## config.mk

```make
export PLATFORM = sky130hd
export DESIGN_NAME = micro_sequencer
export DESIGN_NICKNAME = d
export VERILOG_FILES = /design/src/rtl/micro_sequencer.sv
export SDC_FILE = /design/constraint.sdc
export NUM_CORES = 1
export LEC_CHECK = 0
export BUFFER_PORTS_ARGS = -buffer_cell sky130_fd_sc_hd__clkbuf_2
export CAP_MARGIN = 20
export CORE_ASPECT_RATIO = 0.9
export CORE_MARGIN = 2
export CORE_UTILIZATION = 31
export CTS_CLUSTER_SIZE = 30
export DETAILED_ROUTE_END_ITERATION = 10
export GPL_TIMING_DRIVEN = 0
export PLACE_DENSITY = 0.56
export SLEW_MARGIN = 20
export SYNTH_ARGS = -nofsm -noshare
export SYNTH_HDL_FRONTEND = slang
export SYNTH_SLANG_ARGS = --single-unit
export TNS_END_PERCENT = 100
```

## constraint.sdc

```tcl
create_clock -name Clk -period 2.1 [get_ports Clk]
set_input_delay 0.63 -clock Clk [delete_from_list [all_inputs] [get_ports Clk]]
set_output_delay 0.63 -clock Clk [all_outputs]
set_load 0.005 [all_outputs]
```

## src/rtl/micro_sequencer.sv

```systemverilog
// Microprogram sequencer: holds the control-ROM state number and selects the next one
// from the microinstruction's sequencing mode, with memory-wait timeout and fault capture.
module micro_sequencer #(
    parameter logic [6:0] FETCH_STATE = 7'd1,
    parameter logic [6:0] FAULT_STATE = 7'd127,
    parameter logic [7:0] TIMEOUT     = 8'd15
) (
    input  logic        Clk,
    input  logic        Reset,
    input  logic [6:0]  State_Sel,
    input  logic [2:0]  N_Sel,
    input  logic [6:0]  Cr_Addr,
    input  logic        Inv,
    input  logic        Cond,
    input  logic        MOC,
    output logic [6:0]  State,
    output logic        Stall,
    output logic [1:0]  Fault,
    output logic [15:0] Instr_Count
);

    typedef enum logic [2:0] {
        MODE_INCR   = 3'd0,
        MODE_DECODE = 3'd1,
        MODE_JUMP   = 3'd2,
        MODE_COND   = 3'd3,
        MODE_WAIT   = 3'd4,
        MODE_FETCH  = 3'd5,
        MODE_ILL6   = 3'd6,
        MODE_ILL7   = 3'd7
    } mode_e;

    mode_e       mode;
    logic [6:0]  state_q, state_d;
    logic [7:0]  wait_cnt_q, wait_cnt_d;
    logic [1:0]  fault_q, fault_d;
    logic [15:0] instr_count_q, instr_count_d;
    logic [6:0]  state_inc;

    assign mode      = mode_e'(N_Sel);
    assign state_inc = state_q + 7'd1;

    always_comb begin
        state_d       = state_q;
        wait_cnt_d    = '0;
        fault_d       = fault_q;
        instr_count_d = instr_count_q;
        unique case (mode)
            MODE_INCR:   state_d = state_inc;
            MODE_DECODE: begin
                state_d       = State_Sel;
                instr_count_d = instr_count_q + 16'd1;
            end
            MODE_JUMP:   state_d = Cr_Addr;
            MODE_COND:   state_d = (Cond ^ Inv) ? Cr_Addr : state_inc;
            MODE_WAIT: begin
                // MOC wins over an expiring timeout on the same edge
                if (MOC) begin
                    state_d = Cr_Addr;
                end else if (TIMEOUT != 8'd0) begin
                    if (wait_cnt_q == TIMEOUT - 8'd1) begin
                        state_d    = FAULT_STATE;
                        fault_d[0] = 1'b1;
                    end else begin
                        wait_cnt_d = wait_cnt_q + 8'd1;
                    end
                end
            end
            MODE_FETCH:  state_d = FETCH_STATE;
            MODE_ILL6, MODE_ILL7: begin
                state_d    = FAULT_STATE;
                fault_d[1] = 1'b1;
            end
            default: begin
                state_d    = FAULT_STATE;
                fault_d[1] = 1'b1;
            end
        endcase
    end

    always_ff @(posedge Clk or posedge Reset) begin
        if (Reset) begin
            state_q       <= '0;
            wait_cnt_q    <= '0;
            fault_q       <= '0;
            instr_count_q <= '0;
        end else begin
            state_q       <= state_d;
            wait_cnt_q    <= wait_cnt_d;
            fault_q       <= fault_d;
            instr_count_q <= instr_count_d;
        end
    end

    assign State       = state_q;
    assign Fault       = fault_q;
    assign Instr_Count = instr_count_q;
    assign Stall       = (mode == MODE_WAIT) && !MOC;

endmodule

```

After elaboration in Yosys (flattened, before gate mapping)
Cells that the tools add are included.
{"block": "totals", "reg_bits": 33, "in_bits": 22, "out_inout_bits": 26}
{"block": "classes", "n_addsub": 3, "n_eq_ne": 9, "n_mux": 7, "bitwise": 2, "reduce_logical": 5}
{"operator": "7-bit one-hot mux with 7 select lines", "n": 1}
{"operator": "8-bit two-way mux", "n": 3}
{"operator": "7-bit two-way mux", "n": 3}
{"operator": "16-bit by 1-bit adder with 16-bit output (second input constant)", "n": 1}
{"operator": "3-bit == test (second input constant)", "n": 4}
{"operator": "8-bit by 1-bit adder with 8-bit output (second input constant)", "n": 1}
{"operator": "8-bit by 4-bit == test with 1-bit output (second input constant)", "n": 1}
{"operator": "7-bit by 1-bit adder with 7-bit output (second input constant)", "n": 1}
{"operator": "3-bit by 2-bit == test with 1-bit output (second input constant)", "n": 2}
{"operator": "3-bit by 1-bit == test with 1-bit output (second input constant)", "n": 1}
{"operator": "3-bit zero test", "n": 1}
{"operator": "3-bit != test (second input constant)", "n": 1}
{"operator": "3-bit AND reduction", "n": 1}
{"operator": "2-bit OR reduction", "n": 1}
{"operator": "1-bit logical AND", "n": 1}
{"operator": "1-bit zero test", "n": 1}
{"operator": "1-bit NOT", "n": 1}
{"operator": "1-bit XOR", "n": 1}

Depth between registers and ports, before layout
Gate-level depths: netlist of run 1.
{"block": "depth", "word_depth": 4, "ltp_mapped": 7}

Worst setup path before layout of run 1
No wires, ideal clock.
{"block": "synth_path", "path_kind": "input to register", "startpoint": "input N_Sel[2]", "endpoint": "register state_q[3] (netlist: State[3])", "setup_ps": 121, "arrival_time_ps": 1670, "slack_ps": 309, "stages": 5, "n_path_buf": 2, "path_cell_list": "buf_2 > nor4b_4 > o41ai_4 > buf_6 > a22o_1"}
{"block": "synth_via", "elab_chain_cells": 3}
{"element": "start, declared", "line": "11", "source": "input logic [2:0] N_Sel,"}
{"element": "3-bit == test", "line": "48", "source": "unique case (mode)"}
{"element": "2-bit OR reduction", "line": "48"}
{"element": "7-bit one-hot mux with 7 select lines", "line": "48"}
{"element": "end signal, assigned", "line": "88", "source": "state_q <= state_d;"}
{"element": "end, declared", "line": "34", "source": "logic [6:0] state_q, state_d;"}
Several ways; a longest one is shown, not always the timed one.
A chain may end at the register's enable or synchronous reset.

Worst setup path after layout of run 1
{"block": "layout_path", "startpoint": "input N_Sel[2]", "endpoint": "output Stall"}
{"block": "layout_via", "elab_chain_cells": 2}
{"element": "3-bit == test", "line": "98", "source": "assign Stall = (mode == MODE_WAIT) && !MOC;"}
{"element": "1-bit logical AND", "line": "98"}
{"element": "end, declared", "line": "17", "source": "output logic Stall,"}
Every way passes these cells.

==> metrics.yaml, run 1 <==
path_class: "in2out"
status: "completed"
numCtsBuffers: 5
dieArea_mm2: 0.00646
drt_iter0_markers: 73
place_congestion: 0.744
die_w_um: 84.5
preCtsSetupSlack_ns: 0.0557
grt_use_met1: 0.174
mostFrequentLayoutCells: "clkbuf_2, dfrtp_1, xnor2_1, nand2_1, nor2_1"
drtAntennaViolNets: 0
synthSimpleGateAreaFrac: 0.191
synth_top_family_by_area: "simple AND/OR/NAND/NOR gates"
drc: 0
synth_compound_area_frac: 0.163
drive_gt1_frac: 0.297
hold_viol: 0
cts_tree: "done"
ir_worst_vdd_uv: 455
worstSetupStartpointType: "input pin"
seq_area_frac_synth: 0.457
synthXorXnorAreaFrac: 0.116
hold_path.class: "in2async"
rsz0062_at_grt: "false"
clk_latency_ns: 0.28
antenna_found_initial: 0
syn_area_mm2: 0.00181
post_cts_buffers: 0
fin_setup_tns_ns: 0
final.min_clock_period_ns: 2.03
endpoint_kind: "output pin"
synth_area_leaders: "dfrtp_1, xnor2_1, a22o_1"
syn_nets: 193
finalMaxSlewViolations: 0
pin_count: 48
die_h_um: 76.4
required_ns: 1.47
yosysWarnings: 0
std_cell_rows: 26
p_leak_nw: 1.04
final_common_cell: "clkbuf_2"
wl_per_cell_um: 14.3
drtPass1Iterations: 4
finalWirelength_mm: 4.12
port_buffers: 44
grt_max_degree: 34
slew-limit-headroom: 0.533
grt-busiest-layer: "met2"
syn_area_per_cell_um2: 10.8
fmax_ghz: 0.492
worst_slew_pin_slew_ns: 0.699
crit_arrival_ns: 1.40
dp_hpwl_mm: 2.94
grt_pass1_vias: 1431
drv_cap: 0
core-area_mm2: 0.00566
clk_path_buf_depth: 2
cts-root-buf: "clkbuf_8"
synthAdderAreaFrac: 0.0277
grt_pass1_wl_mm: 6.96
grtUsageMet3: 0.0466
synth.distinct_cells: 40
final-setup-viol-count: 0
use_met2: 0.213
area_growth_pct: 23.5
synth_mux_area_frac: 0.00623
clk_pin_slew_ns: 0.07
crit_fanout: 8
clock-sinks: 33
initial_utilization: 0.319
yosysTopAreaCell: "dfrtp_1"
fin_nets: 244
ys_ff_latch: 33
min_period_over_period: 0.969
fill_cells: 583
grt_use_total: 0.135
final_core_utilization: 0.394
num_vias: 1440
synth_cells: 167
cts.repair.resized: 0
layout_setup_ws_ns: 0.0658
grt_overflow: 0
fin_skew_ns: 0.00341
synth_top_area_frac: 0.457
h-tree-depth: 2
via_per_inst: 4.98
holdBufCountCts: 0
power.density_mw_per_mm2: 763
diodes: 0
ff_latch_area_um2: 826
multi_input_area_um2: 911
## kinds of logic (layout without fill, tap and decap cells)
group                    Yosys count  in the layout
AND/OR/NAND/NOR                   60             60
flip-flops                        33             33
XOR/XNOR                          24             24
buffers and inverters             10             62
AO/OA/AOI/OAI                     35             35
multiplexers                       1              1
adder cells (fa/ha/maj)            4              4
## state kept, by name, summed over array words and instances (netlist names)
register / count
Instr_Count: 16
wait_cnt_q: 8
Fault: 2
State: 7
## power by group
part	switching [mW]	internal (mW)
registers	0.0919	0.700
clock network	0.233	0.387
logic	0.137	0.152
## worst max-delay path, cell delays in order
cell and delay, ns:
buf_2 0.19, nor4b_4 0.39, clkbuf_2 0.19
## synthesized netlist by cell type
master	n
a2111oi_0	1
mux2_2	1
nor2_1	12
nand4_1	9
a211oi_1	2
xor2_1	7
clkbuf_1	1
nor3b_4	1
nand2b_1	2
o21ai_0	3
nand3_1	5
and2_1	2
and4_1	2
a221o_1	2
buf_6	4
inv_1	3
nor4b_4	1
a22o_1	7
o31a_1	1
a41oi_1	1
a31oi_1	2
ha_1	4
or3_1	1
o31ai_2	1
a21oi_1	6
a21o_1	2
nand4b_1	1
and3_1	8
nor2b_1	2
a221oi_1	3
o21bai_2	1
o41ai_4	1
o22a_1	1
o22ai_2	1
dfrtp_1	33
xnor2_1	17
nor4_1	1
nor3_1	1
nand2_1	12
buf_2	2
## layer usage
layer	part of all wire	routed length, um	vias to the layer above
li1	-	-	716
met1	0.48	1980	687
met2	0.46	1890	33
met3	0.048	197	4
met4	0.012	51	0
met5	0	0	-
## path summary, 6_finish.rpt
path,to,cells past startpoint,slack (ns),from
worst max-delay path,Stall,3,0.07,N_Sel[2]
worst min-delay path,Instr_Count[13],2,0.44,Reset
worst max register to register,State[3],6,0.29,wait_cnt_q[0]
worst min register to register,Fault[1],1,0.45,Fault[1]
max in group asynchronous,wait_cnt_q[2],2,1.22,Reset
min in group Clk,Fault[1],1,0.45,Fault[1]
## metrics by stage
stage / instances / instance area [um^2] / total power [mW] / hold WS (ns)
floorplan: 167 / 1810 / 0.961 / 0.451
global placement: 281 / 2110 / 1.09 / 0.440
detailed placement: 281 / 2110 / 1.10 / 0.443
CTS: 289 / 2230 / 1.73 / 0.460
global route: 289 / 2230 / 1.81 / 0.494
finish: 289 / 2230 / 1.70 / 0.439
## area by class of cell
type,instances,area share
well taps,70,0.0393
flip-flops and latches,33,0.370
inverters,3,0.00505
multi-input cells,124,0.408
repair buffers,44,0.0987
clock inverters,1,0.0135
plain buffers,7,0.0264
clock buffers,7,0.0387
(Power assumes the default switching activity.)
==> inputs of run 2 (changes only) <==
--- a/config.mk
+++ b/config.mk
@@ -7,13 +7,14 @@
 export LEC_CHECK = 0
 export BUFFER_PORTS_ARGS = -buffer_cell sky130_fd_sc_hd__clkbuf_2
 export CAP_MARGIN = 20
-export CORE_ASPECT_RATIO = 0.9
+export CORE_ASPECT_RATIO = 1.2
 export CORE_MARGIN = 2
-export CORE_UTILIZATION = 31
+export CORE_UTILIZATION = 35
 export CTS_CLUSTER_SIZE = 30
 export DETAILED_ROUTE_END_ITERATION = 10
 export GPL_TIMING_DRIVEN = 0
-export PLACE_DENSITY = 0.56
+export PLACE_DENSITY = 0.61
+export RECOVER_POWER = 25
 export SLEW_MARGIN = 20
 export SYNTH_ARGS = -nofsm -noshare
 export SYNTH_HDL_FRONTEND = slang
==> run 2 against run 1 <==
Net effect:
- global-route usage up 0.54 points
- power fell by 0.30%
- combinational power barely moved
- routed wire length down 8.9%
- via count grew 1.5%
- first-iteration DRC count decreased by 59%
- cell count shrank 3.1%
- worst setup slack better by 0.15 ns
- critical path depth is the same
==> metrics.yaml, run 2 (synthesized netlist as in run 1, its figures left out) <==
h-tree-depth: 2  # unchanged
final-setup-viol-count: 0  # unchanged
mostFrequentLayoutCells: "clkbuf_2, dfrtp_1, xnor2_1, nand2_1, nor2_1"  # unchanged
path_buf_inv: 2  # unchanged
placed_cells: 271  # was 281
dieArea_mm2: 0.00576  # was 0.00646 mm^2
num_vias: 1462  # was 1440
hold_ws_ns: 0.456  # was 0.439 ns
initial_utilization: 0.366  # was 0.319
drc: 0  # unchanged
clk_latency_ns: 0.28  # about the same
crit_arrival_ns: 1.25  # was 1.40 ns
grt_overflow: 0  # unchanged
fin_cells: 280  # was 289
antenna_found_initial: 0  # unchanged
grt_pass1_wl_mm: 6.24  # was 6.96 mm
path_class: "in2out"  # unchanged
grt_use_total: 0.140  # was 0.135
power.density_mw_per_mm2: 762  # was 763 mW/mm^2
cts.repair.resized: 0  # unchanged
max_stage_delay_ns: 0.27  # was 0.39 ns
die_w_um: 69.6  # was 84.5 um
p_leak_nw: 1.05  # was 1.04 nW
total_power_mw: 1.70  # about the same
finalMaxSlewViolations: 0  # unchanged
drv_cap: 0  # unchanged
path_cells: "buf_2 > nor4b_4 > clkbuf_2"  # unchanged
worst_slew_pin_slew_ns: 1.23  # was 0.699 ns
drtAntennaViolNets: 0  # unchanged
place_congestion: 0.770  # was 0.744
clk_path_buf_depth: 2  # unchanged
fill_cells: 479  # was 583
ir_worst_vdd_uv: 462  # was 455 uV
startpoint: "N_Sel[2]"  # unchanged
diodes: 0  # unchanged
final_core_utilization: 0.451  # was 0.394
std_cell_rows: 28  # was 26
port_buffers: 44  # unchanged
endpoint_kind: "output pin"  # unchanged
clock-sinks: 33  # unchanged
pin_count: 48  # unchanged
fin_skew_ns: 0.00623  # was 0.00341 ns
final.min_clock_period_ns: 1.88  # was 2.03 ns
via_per_inst: 5.22  # was 4.98
rsz0062_at_grt: "false"  # unchanged
required_ns: 1.47  # about the same
area_growth_pct: 23.2  # was 23.5%
drt_iter0_markers: 30  # was 73
cts_tree: "done"  # unchanged
worstSetupStartpointType: "input pin"  # unchanged
hold_viol: 0  # unchanged
status: "completed"  # unchanged
r2r_start: "wait_cnt_q[0]"  # unchanged
die_h_um: 82.7  # was 76.4 um
drive_gt1_frac: 0.295  # was 0.297
cts-root-buf: "clkbuf_8"  # unchanged
min-delay-start: "Fault[0]"
grt_max_degree: 34  # unchanged
finalWirelength_mm: 3.75  # was 4.12 mm
core-area_mm2: 0.00494  # was 0.00566 mm^2
cpMaxStageDelayCell: "nor4b_4"  # unchanged
multi_input_area_um2: 911  # unchanged
fmax_ghz: 0.532  # was 0.492 GHz
crit_family: "buffers and inverters"  # was simple AND/OR/NAND/NOR gates
ff_latch_area_um2: 826  # unchanged
grt_pass1_vias: 1342  # was 1431
drtPass1Iterations: 4  # unchanged
holdBufCountCts: 0  # unchanged
fin_setup_tns_ns: 0  # unchanged
wl_per_cell_um: 13.4  # was 14.3 um
dp_hpwl_mm: 2.78  # was 2.94 mm
slew-limit-headroom: 0.177  # was 0.533
fin_nets: 245  # was 244
hold_path.class: "reg2reg"  # was in2async
crit_fanout: 8  # unchanged
numCtsBuffers: 5  # unchanged
min_period_over_period: 0.896  # was 0.969
final_common_cell: "clkbuf_2"  # unchanged
largest_register_ffs: 16  # unchanged
clk_pin_slew_ns: 0.07  # about the same
[run 2: metal layers]
layer,up-vias,global-route usage,share of wire
met2,32,0.226,0.50
met4,0,0.0745,0.021
li1,711,-,-
met3,6,0.0449,0.043
met5,-,0,0
met1,713,0.168,0.44
[run 2: cell type report]
cell class | instances | area share
inverter | 3 | 0.00506
sequential | 33 | 0.371
timing repair buffer | 45 | 0.102
clock inverter | 1 | 0.0135
multi-input combinational | 124 | 0.409
clock buffer | 7 | 0.0388
tap | 60 | 0.0337
buffer | 7 | 0.0264
[run 2: metrics by stage]
step	worst slack [ns]	instance area, um^2
3_3_place_gp	0.0707	2100
5_1_grt	0.139	2230
2_1_floorplan	0.309	1810
3_5_place_dp	0.0722	2100
6_report	0.219	2230
4_1_cts	0.0677	2220
[run 2: where the power goes]
part / switching [mW] / internal (mW)
combinational: 0.134 / 0.153
clock: 0.230 / 0.387
sequential: 0.0915 / 0.701
total: 0.456 / 1.24
[run 2: worst paths after layout]
check,end,slack [ns],depth (start not counted)
max in group asynchronous,State[0],0.71,2
worst min register to register,Fault[0],0.46,1
worst max register to register,State[4],0.33,6
worst max-delay path,Stall,0.22,3
min in group asynchronous,Instr_Count[8],0.65,2
worst min-delay path,Fault[0],0.46,1
[run 2: what timing repair did]
action	4_1_cts	5_1_grt
endpoints found under the hold margin	0	0
endpoints found under the setup margin	0	1
buffers inserted	0	1
